===== config.mk =====
export PLATFORM = sky130hd
export DESIGN_NAME = add_result_accumulator
export DESIGN_NICKNAME = d
export VERILOG_FILES = /design/src/rtl/add_result_accumulator.sv
export SDC_FILE = /design/constraint.sdc
export NUM_CORES = 1
export LEC_CHECK = 0
export ABC_AREA = 1
export CAP_MARGIN = 20
export CORE_MARGIN = 5
export CORE_UTILIZATION = 52
export DETAILED_ROUTE_END_ITERATION = 6
export PLACE_DENSITY = 0.85
export SLEW_MARGIN = 15
export SYNTH_ARGS = -nofsm -noshare
export SYNTH_HDL_FRONTEND = slang
export SYNTH_SLANG_ARGS = --single-unit

===== constraint.sdc =====
create_clock -name clk -period 4.3 [get_ports clk]
set_clock_uncertainty 0.05 [all_clocks]
set_input_delay 1.075 -clock clk [delete_from_list [all_inputs] [get_ports clk]]
set_output_delay 1.075 -clock clk [all_outputs]
set_load 0.02 [all_outputs]

===== src/rtl/add_result_accumulator.sv =====
// Sums BATCH {cout,sum} beats from the carry-select adder, counts carry-outs,
// and offers the batch total downstream on a valid/ready handshake.
module add_result_accumulator #(
  parameter  int N     = 8,
  parameter  int BATCH = 4,
  localparam int ACC_W = N + 1 + $clog2(BATCH),
  localparam int CNT_W = $clog2(BATCH + 1)
) (
  input  logic             clk,
  input  logic             rst,
  input  logic             clear,
  input  logic             in_valid,
  output logic             in_ready,
  input  logic [N-1:0]     sum,
  input  logic             cout,
  output logic             out_valid,
  input  logic             out_ready,
  output logic [ACC_W-1:0] acc,
  output logic [CNT_W-1:0] carry_cnt,
  output logic [CNT_W-1:0] beat_cnt,
  output logic             dbg_state_o
);

  // Handshakes: a beat moves when in_valid & in_ready at a rising edge;
  // a result moves when out_valid & out_ready at a rising edge. Both ready/valid
  // outputs depend only on registered state, never on the partner's signals.
  typedef enum logic {ACCUM = 1'b0, HOLD = 1'b1} state_t;

  state_t           state_q, state_d;
  logic [ACC_W-1:0] acc_q, acc_d;
  logic [CNT_W-1:0] carry_q, carry_d;
  logic [CNT_W-1:0] beat_q, beat_d;
  logic [ACC_W-1:0] beat_ext;

  assign beat_ext = {{(ACC_W - N - 1){1'b0}}, cout, sum};

  always_ff @(posedge clk or posedge rst) begin
    if (rst) begin
      state_q <= ACCUM;
      acc_q   <= '0;
      carry_q <= '0;
      beat_q  <= '0;
    end else begin
      state_q <= state_d;
      acc_q   <= acc_d;
      carry_q <= carry_d;
      beat_q  <= beat_d;
    end
  end

  always_comb begin
    state_d = state_q;
    acc_d   = acc_q;
    carry_d = carry_q;
    beat_d  = beat_q;
    if (clear) begin
      // Abort drops any beat or result that would otherwise move this edge.
      state_d = ACCUM;
      acc_d   = '0;
      carry_d = '0;
      beat_d  = '0;
    end else begin
      case (state_q)
        ACCUM: begin
          if (in_valid) begin
            acc_d   = acc_q + beat_ext;
            carry_d = carry_q + CNT_W'(cout);
            beat_d  = beat_q + CNT_W'(1);
            if (beat_q == CNT_W'(BATCH - 1)) state_d = HOLD;
          end
        end
        HOLD: begin
          if (out_ready) begin
            state_d = ACCUM;
            acc_d   = '0;
            carry_d = '0;
            beat_d  = '0;
          end
        end
        default: state_d = ACCUM;
      endcase
    end
  end

  assign in_ready    = (state_q == ACCUM);
  assign out_valid   = (state_q == HOLD);
  assign acc         = acc_q;
  assign carry_cnt   = carry_q;
  assign beat_cnt    = beat_q;
  assign dbg_state_o = state_q;

endmodule


-- Word level (Yosys, flattened, before mapping)
Index checks and enable logic that the tools add are counted.
- register bits after elaboration: 18
- input port bits: 14
- output and inout port bits: 20
- logic and storage cells: 28
- add/sub/neg operators: 3
- equality and inequality tests: 3
- muxes and demuxes: 16
- bitwise gates (word level): 1
- reductions and logical operators: 1
- operator list (kind ; number):
    two-way mux 11 bit ; 3
    case mux 11 bit (2 select lines) ; 1
    two-way mux 3 bit ; 5
    case mux 3 bit (2 select lines) ; 2
    adder 11 x 9 -> 11 bit ; 1
    inequality test 3 bit (second input constant) ; 2
    two-way mux 1 bit ; 4
    adder 3 x 1 -> 3 bit ; 1
    adder 3 x 1 -> 3 bit (second input constant) ; 1
    equality test 3 x 2 -> 1 bit (second input constant) ; 1
    case mux 1 bit (2 select lines) ; 1
    AND reduction 2 bit ; 1
    NOT 1 bit ; 1

-- Logic depth before layout (Yosys ltp)
Gate-level depths: netlist (run 1).
- depth after elaboration: 5
- depth in mapped cells: 10
- gate-level depth less buffers: 10

-- Least setup slack after synthesis (run 1)
No wires, ideal clock.
- path type: input-to-reg
- start: input port sum[0]
- end: register acc_q[2] (netlist: acc[2])
- library setup time: 122 ps
- arrival time: 2203 ps
- required time: 4128 ps
- path slack: 1925 ps
- stages: 4
- buffers on the path: 0
- path through: ha_1 -> fa_1 -> or2_2 -> a32o_1
- word-level cells in the longest chain between the ends: 4
- ends and longest elaborated chain (element ; line ; RTL):
    start, declared ; 14 ; input logic [N-1:0] sum,
    adder 11 x 9 -> 11 bit ; 66 ; acc_d = acc_q + beat_ext;
    two-way mux 11 bit ; 65 ; if (in_valid) begin
    case mux 11 bit (2 select lines) ; 63 ; case (state_q)
    two-way mux 11 bit ; 56 ; if (clear) begin
    end signal, assigned ; 40 ; acc_q <= '0;
    end signal, assigned ; 45 ; acc_q <= acc_d;
    end, declared ; 30 ; logic [ACC_W-1:0] acc_q, acc_d;
No other way between the ends. The select of a mux whose other input is x is not followed.
A chain may end at the register's enable or synchronous reset.

-- Worst setup path in the final report (run 1)
- start: register state_q (netlist: dbg_state_o)
- end: output port in_ready
- word-level cells in the longest chain between the ends: 1
- ends and longest elaborated chain (element ; line ; RTL):
    start, declared ; 29 ; state_t state_q, state_d;
    start signal, assigned ; 44 ; state_q <= state_d;
    NOT 1 bit ; - ;
    end, declared ; 13 ; output logic in_ready,
No other way between the ends.

==> results of run 1 <==
## per-stage QoR
| stage | hold WS, ns | util [%] | instances | power (mW) | cell area, sq um |
|---|---|---|---|---|---|
| floorplan | 0.554 | - | 169 | 0.321 | 1300 |
| CTS | 0.481 | 68.8 | 233 | 0.498 | 1670 |
| finish | 0.479 | 68.8 | 233 | 0.498 | 1670 |
| detailed placement | 0.450 | 67.3 | 229 | 0.390 | 1640 |
| global placement | 0.443 | 67.3 | 229 | 0.383 | 1640 |
| global route | 0.518 | 68.8 | 233 | 0.528 | 1670 |
## routing by layer
metal / GRT usage, % / up-vias
met5: 0 / -
met4: 7.91 / 0
met3: 3.24 / 7
met2: 34.4 / 45
met1: 25.5 / 620
li1: - / 628
## where the power goes
group          internal, mW  switching (mW)
combinational        0.0815           0.107
clock                0.0517          0.0584
sequential            0.184          0.0148
total                 0.317           0.181
## logic make-up after synthesis
family                     after synthesis
and+or+nand+nor                         90
AOI/OAI and AO/OA                       24
buffers and inverters                   23
DFF                                     18
adders and majority gates               14
## worst max-delay path, cell delays in order (launching register included)
cell and delay, ns:
dfrtp_1 0.46, inv_2 0.12, clkdlybuf4s50_1 0.61
## how the worst min path moves through the flow
stage,startpoint,end,slack (ns),depth (start not counted)
detailed placement,acc[6],acc[6],0.45,2
finish,acc[7],acc[7],0.48,2
global placement,acc[7],acc[7],0.44,2
global route,acc[0],acc[0],0.52,1
floorplan,acc[4],acc[4],0.55,2
CTS,acc[6],acc[6],0.48,2
## cell type report
cell class	instances	share of cell area [%]
Sequential cell	18	26.9
Tap cell	30	2.24
Timing Repair Buffer	33	19.7
Clock buffer	4	2.17
Inverter	20	4.63
Multi-Input combinational cell	128	44.3
## registers in the layout (all words and copies together) (netlist names)
signal / count
acc: 11
beat_cnt: 3
carry_cnt: 3
dbg_state_o: 1
## synth_stat cells (3+ instances only)
cell / number
dfrtp_1: 18
a21oi_1: 6
ha_1: 13
inv_1: 17
nand2_1: 56
o21ai_0: 3
o21ai_1: 3
nor2_1: 8
nand3_1: 15
a22o_1: 5
==> run metrics, run 1 <==
area of the multi-input gates about 740 sq um; Synth area leaders dfrtp_1, nand2_1, ha_1; nets around 230; wl on met1 around 1400 um; initial antenna violation count 0; overflow left after global routing 0; # Post-CTS Setup Buffers 0; largest area contributor in the netlist dfrtp_1; pre-CTS WS between 1 and 1.5 ns; simple-gate share of the synthesized area between 30% and 40%; most frequent cells in the layout nand2_1, clkdlybuf4s50_1, dfrtp_1; critical path type flip-flop to output port; critical path arrival about 1.5 ns; CTS tree done; post-layout minimum cycle time ~2.6 ns; Synth Area in Adders around 14%; CP Max Fanout 5; Inserted Clock Buffers 3; CTS root buf clkbuf_4; pwr dens roughly 300 nW/um^2; Setup violations, final 0; Starting Density between 50% and 60%; Distinct cells, synth 28; # fillers between 200 and 250; post-CTS sizing 0; total of max-cap violations 0; unrepaired setup endpoints after global routing false; Die H roughly 60 um; pin count of the biggest net entering global routing 19; vias in the first global route 1316; EDFF count, synth 0; total track usage 20.3%; Ports 34; largest family of logic cells by synthesized area simple AND/OR/NAND/NOR gates; die area 3600 sq um; outcome completed; met3 WL between 150 and 200 um; Crit. End Element output port; WL final between 3000 and 4000 um; DRT Pass-1 Iters 4; share of synthesized registers carrying an async set or reset 100%; Seq cells post-synth 18; Yosys top cell area share around a third; fmax ~380 MHz; RR Startpoint acc[0]; Mapped Cells around 170; met2 wire len between 1500 and 2000 um; 1st-iter DRT viols between 60 and 70; area delta synth->final 28.8%; Most used DFF post-synth dfrtp_1; WP data required 3.17 ns; Syn Nets just under 200; multiplexer share of the synthesized area 0%; Hold Crit Class flip-flop to flip-flop; average size of a mapped cell 7.69 sq um; H-tree levels 1; Slew HR 51.9%; Hold Buf Count CTS 0; Final WS setup around 1.7 ns; Longest Clk Path Bufs 2; Period Utilization, post-route 60.8%; part of the Yosys area used for sequential elements 34.6%; clk slew on worst S/H paths roughly 0.11 ns; Antenna Nets Post-Route 0; area of the mapped netlist approximately 1300 sq um; clock latency on the worst-skew pair 0.30 ns; Reg2Reg Setup Slack roughly 2.5 ns; R2R depth 4; number of synthesis warnings 0; Tightest Pin Transition roughly 0.7 ns; TNS Setup 0 ns; dpl hpwl roughly 2600 um; Slew Limit Fails 0; antenna cell count 0; row count 18; Avg WL per Cell ~14 um; worst setup path end in_ready; CP startpoint dbg_state_o; register area ~450 sq um; RePlAce Congestion 0.924; complex-gate fraction of the synthesized area approximately an eighth; Leak about 0.86 nW; Synth Area in XOR/XNOR 0%; Sink Count 18; Avg Vias per Cell 5.58; critical path launch point type flip-flop; uppermost routed layer met4; routed via count 1300; most frequent standard cell in the layout excluding fill and tap cells nand2_1; first-pass GRT wire length approximately 5600 um; drt drc 0; RR Endpoint acc[2]; share of post-route cells with drive strength above 1 between 7 and 8%; Worst VDD drop 0.000239 V; port buffer count 33; Die X ~60 um; Core Footprint ~2400 sq um; Final Hold Viols 0
Power figures use the tool's default switching activity.
==> run 2: changes to the inputs <==
Settings changed: CORE_UTILIZATION 52 to 48, PLACE_DENSITY 0.85 to 0.79.
Clock period 4.3 ns to 2.5 ns, I/O delays scaled along.
==> run metrics, run 2 (synthesized netlist as in run 1, its figures left out) <==
Crit path buffers/inverters 1; H-tree levels 1; Avg WL per Cell approximately 14 um; nets 232; Psw 0.312 mW; Leak 0.857 nW; total of max-cap violations 0; failing checks design-rule violations; routed via count around 1300; CP max stage cell fa_1; first-pass GRT wire length about 5600 um; Avg Vias per Cell 5.56; Max stage delay on crit path ~0.43 ns; row count 18; clk slew on worst S/H paths ~0.12 ns; initial antenna violation count 0; dpl cell area approximately 1600 sq um; pre-CTS WS ~0.069 ns; Crit. End Element flip-flop; post-layout minimum cycle time between 2 and 2.5 ns; CTS tree done; most frequent standard cell in the layout excluding fill and tap cells nand2_1; CP most frequent cell nand3_1; Hold Crit Class flip-flop to flip-flop; critical path arrival around 2.3 ns; pwr dens 513 nW/um^2; pin count of the biggest net entering global routing 19; clock latency on the worst-skew pair a little over 0.3 ns; Slew HR between 50% and 60%; Net Sw Frac approximately 36%; sequential power share between 30% and 40%; Combinational Power Share 37.9%; Longest Clk Path Bufs 2; CTS root buf clkbuf_4; Die H ~62 um; Clk pwr share between 20% and 30%; dpl hpwl 2510 um; Sink Count 18; share of post-route cells with drive strength above 1 roughly 7.4%; vias in the first global route around 1300; Die X 62.0 um; Antenna Nets Post-Route 0; post-CTS sizing 0; critical path type input pin to flip-flop; Slew Limit Fails 0; die area between 3000 and 4000 sq um; TNS Setup 0 ns; WP data required ~2.7 ns; fmax approximately 460 MHz; CP delay by family, top adder cells; CP Max Fanout 4; 1st-iter DRT viols 65; outcome finished with violations; RePlAce Congestion roughly 0.9; overflow left after global routing 0; Worst VDD drop 0.000378 V; area delta synth->final 28.8%; Inserted Clock Buffers 3; drt drc 2; Ports 34; unrepaired setup endpoints after global routing false; antenna cell count 0; max reg flops 11; DRT Pass-1 Iters 6; critical path launch point type input pin; Core Footprint between 2000 and 3000 sq um; CP Cell Sequence clkdlybuf4s50_1 > ha_1 > fa_1 > nand2_1 > nand3_1 > nand3_1 > nand3b_1 > nand3_1 > nand2_1; port buffer count 33; # Post-CTS Setup Buffers 0; Int Pwr 0.547 mW; Final Hold Viols 0; most frequent cells in the layout nand2_1, clkdlybuf4s50_1, dfrtp_1; Design Area, Final 1670 sq um; Final WS setup between 0.3 and 0.4 ns; Period Utilization, post-route 86.9%; Tightest Pin Transition approximately 0.73 ns; Starting Density 51.1%; Hold Buf Count CTS 0; total track usage 19.3%; WL final approximately 3300 um; Setup violations, final 0
## run 2: stage by stage
stage	util, %	total power, mW	hold WS, ns	instances
5_1_grt	65.8	0.921	0.514	233
3_5_place_dp	64.4	0.671	0.450	229
4_1_cts	65.8	0.858	0.483	233
6_report	65.8	0.859	0.481	233
2_1_floorplan	-	0.551	0.514	169
3_3_place_gp	64.4	0.661	0.447	229
## run 2: tightest hold or removal path, cell delays in order, from the launching register on
cell and delay [ns]:
dfrtp_1 0.39, nand2_1 0.06, nand2_1 0.06
## run 2: path summary, 6_finish.rpt
kind,from,end,slack (ns),cells past startpoint
worst max-delay path,sum[0],acc[8],0.33,9
worst min-delay path,acc[6],acc[6],0.48,2
worst max register to register,acc[0],acc[8],0.66,8
worst min register to register,acc[6],acc[6],0.48,2
max in group asynchronous,rst,acc[8],1.26,2
min in group asynchronous,rst,beat_cnt[1],0.68,2
## run 2: per-layer routing
metal / vias to the layer above / part of all wire, % / global-route usage, %
met5: - / 0 / 0
met1: 592 / 41 / 24.2
li1: 627 / - / -
met2: 68 / 49 / 32.8
met4: 0 / 1.1 / 6.36
met3: 8 / 9.4 / 4.13
## run 2: power groups by stage
stage / clock network, mW / logic [mW] / registers, mW
2_1_floorplan: 0 / 0.175 / 0.376
3_3_place_gp: 0 / 0.314 / 0.346
3_5_place_dp: 0 / 0.323 / 0.348
4_1_cts: 0.189 / 0.326 / 0.344
5_1_grt: 0.215 / 0.359 / 0.347
6_report: 0.191 / 0.325 / 0.343
## run 2: area by class of cell
class / instances / area (sq um)
fill: 204 / 871
multi-input combinational: 128 / 742
sequential: 18 / 450
timing repair buffer: 33 / 330
inverter: 20 / 77.6
tap: 30 / 37.5
clock buffer: 4 / 36.3
==> run 3: changes to the inputs <==
Settings changed: CORE_ASPECT_RATIO from default to 1.75.
==> run metrics, run 3 (synthesized netlist as in run 1, its figures left out) <==
outcome completed; CP Cell Sequence clkdlybuf4s50_1 > ha_1 > fa_1 > nand2_1 > nand3_1 > nand3_1 > nand3b_1 > nand3_1 > nand2_1; Longest Clk Path Bufs 2; fin util ~63%; Inserted Clock Buffers 3; dpl cell area 1630 sq um; Design Power about 0.87 mW; vias in the first global route roughly 1300; # fillers 224; Worst VDD drop between 0.0003 and 0.0004 V; 1st-iter DRT viols 34; total of max-cap violations 0; critical path type input pin to flip-flop; # Post-CTS Setup Buffers 0; CTS tree done; Avg WL per Cell 14.0 um; critical path launch point type input pin; Final WS setup around 0.34 ns; CP max stage cell fa_1; Die H ~79 um; Slew Limit Fails 0; first-pass GRT wire length roughly 5500 um; Design Area, Final around 1700 sq um; drt drc 0; routed via count 1236; overflow left after global routing 0; port buffer count 33; initial antenna violation count 0; area delta synth->final 28.9%; total track usage 17.7%; RePlAce Congestion roughly 0.9; Hold Buf Count CTS 0; Finished Layout Cells about 230; Core Footprint around 2700 sq um; pre-CTS WS 0.0776 ns; most frequent standard cell in the layout excluding fill and tap cells nand2_1; fmax between 400 and 500 MHz; post-layout minimum cycle time 2.16 ns; DRT Pass-1 Iters 4; Final Hold Viols 0; Period Utilization, post-route ~86%; pin count of the biggest net entering global routing 19; most frequent cells in the layout nand2_1, clkdlybuf4s50_1, dfrtp_1; Leak about 0.86 nW; antenna cell count 0; critical path arrival ~2.3 ns; clock latency on the worst-skew pair roughly 0.26 ns; Die X a little under 50 um; pwr dens about 520 nW/um^2; Crit. End Element flip-flop; Avg Vias per Cell ~5.4; hold_ws about 0.47 ns; Tightest Pin Transition roughly 0.74 ns; unrepaired setup endpoints after global routing false; Setup violations, final 0; max reg flops 11; CP most frequent cell nand3_1; row count 25; clk slew on worst S/H paths 0.07 ns; Sink Count 18; WL final ~3200 um; post-CTS sizing 0; nets 232; WP data required between 2 and 3 ns; share of post-route cells with drive strength above 1 under 10%; Slew HR 50.8%; Ports 34; Max stage delay on crit path roughly 0.43 ns; TNS Setup 0 ns; CTS root buf clkbuf_8; Antenna Nets Post-Route 0; Hold Crit Class flip-flop to flip-flop; Starting Density about 49%; dpl hpwl around 2500 um; die area approximately 3900 sq um; Cells after DPL ~230; H-tree levels 1; CP Max Fanout 4
[run 3: worst paths after layout]
kind | to | cells past startpoint | from | slack [ns]
setup / recovery | acc[8] | 9 | sum[0] | 0.34
hold / removal | acc[7] | 2 | acc[7] | 0.47
setup reg to reg | acc[8] | 8 | acc[0] | 0.73
hold reg to reg | acc[7] | 2 | acc[7] | 0.47
max in group asynchronous | beat_cnt[1] | 2 | rst | 1.20
min in group asynchronous | acc[10] | 2 | rst | 0.74
[run 3: per-layer routing]
metal  global-route usage (%)  part of all wire, %
met1                     18.2                   37
met5                        0                    0
met3                     3.56                  6.3
met4                     8.09                  2.0
met2                     32.8                   55
[run 3: area by class of cell]
class | count | area, sq um | area share [%]
Timing Repair Buffer | 33 | 330 | 19.7
Inverter | 20 | 77.6 | 4.63
Clock buffer | 3 | 41.3 | 2.46
Multi-Input combinational cell | 128 | 742 | 44.3
Tap cell | 27 | 33.8 | 2.02
Sequential cell | 18 | 450 | 26.9
[run 3: critical path: cells and delay by family]
kind	cells	cell delay [ns]
adder cells (fa/ha/maj)	2	0.68
buffers and inverters	1	0.41
AND/OR/NAND/NOR	6	0.55
[run 3: power by group]
part           internal, mW  switching, mW  leakage [nW]
clock                 0.107          0.101        0.0216
sequential            0.317         0.0239         0.242
combinational         0.140          0.183         0.594
total                 0.565          0.307         0.857
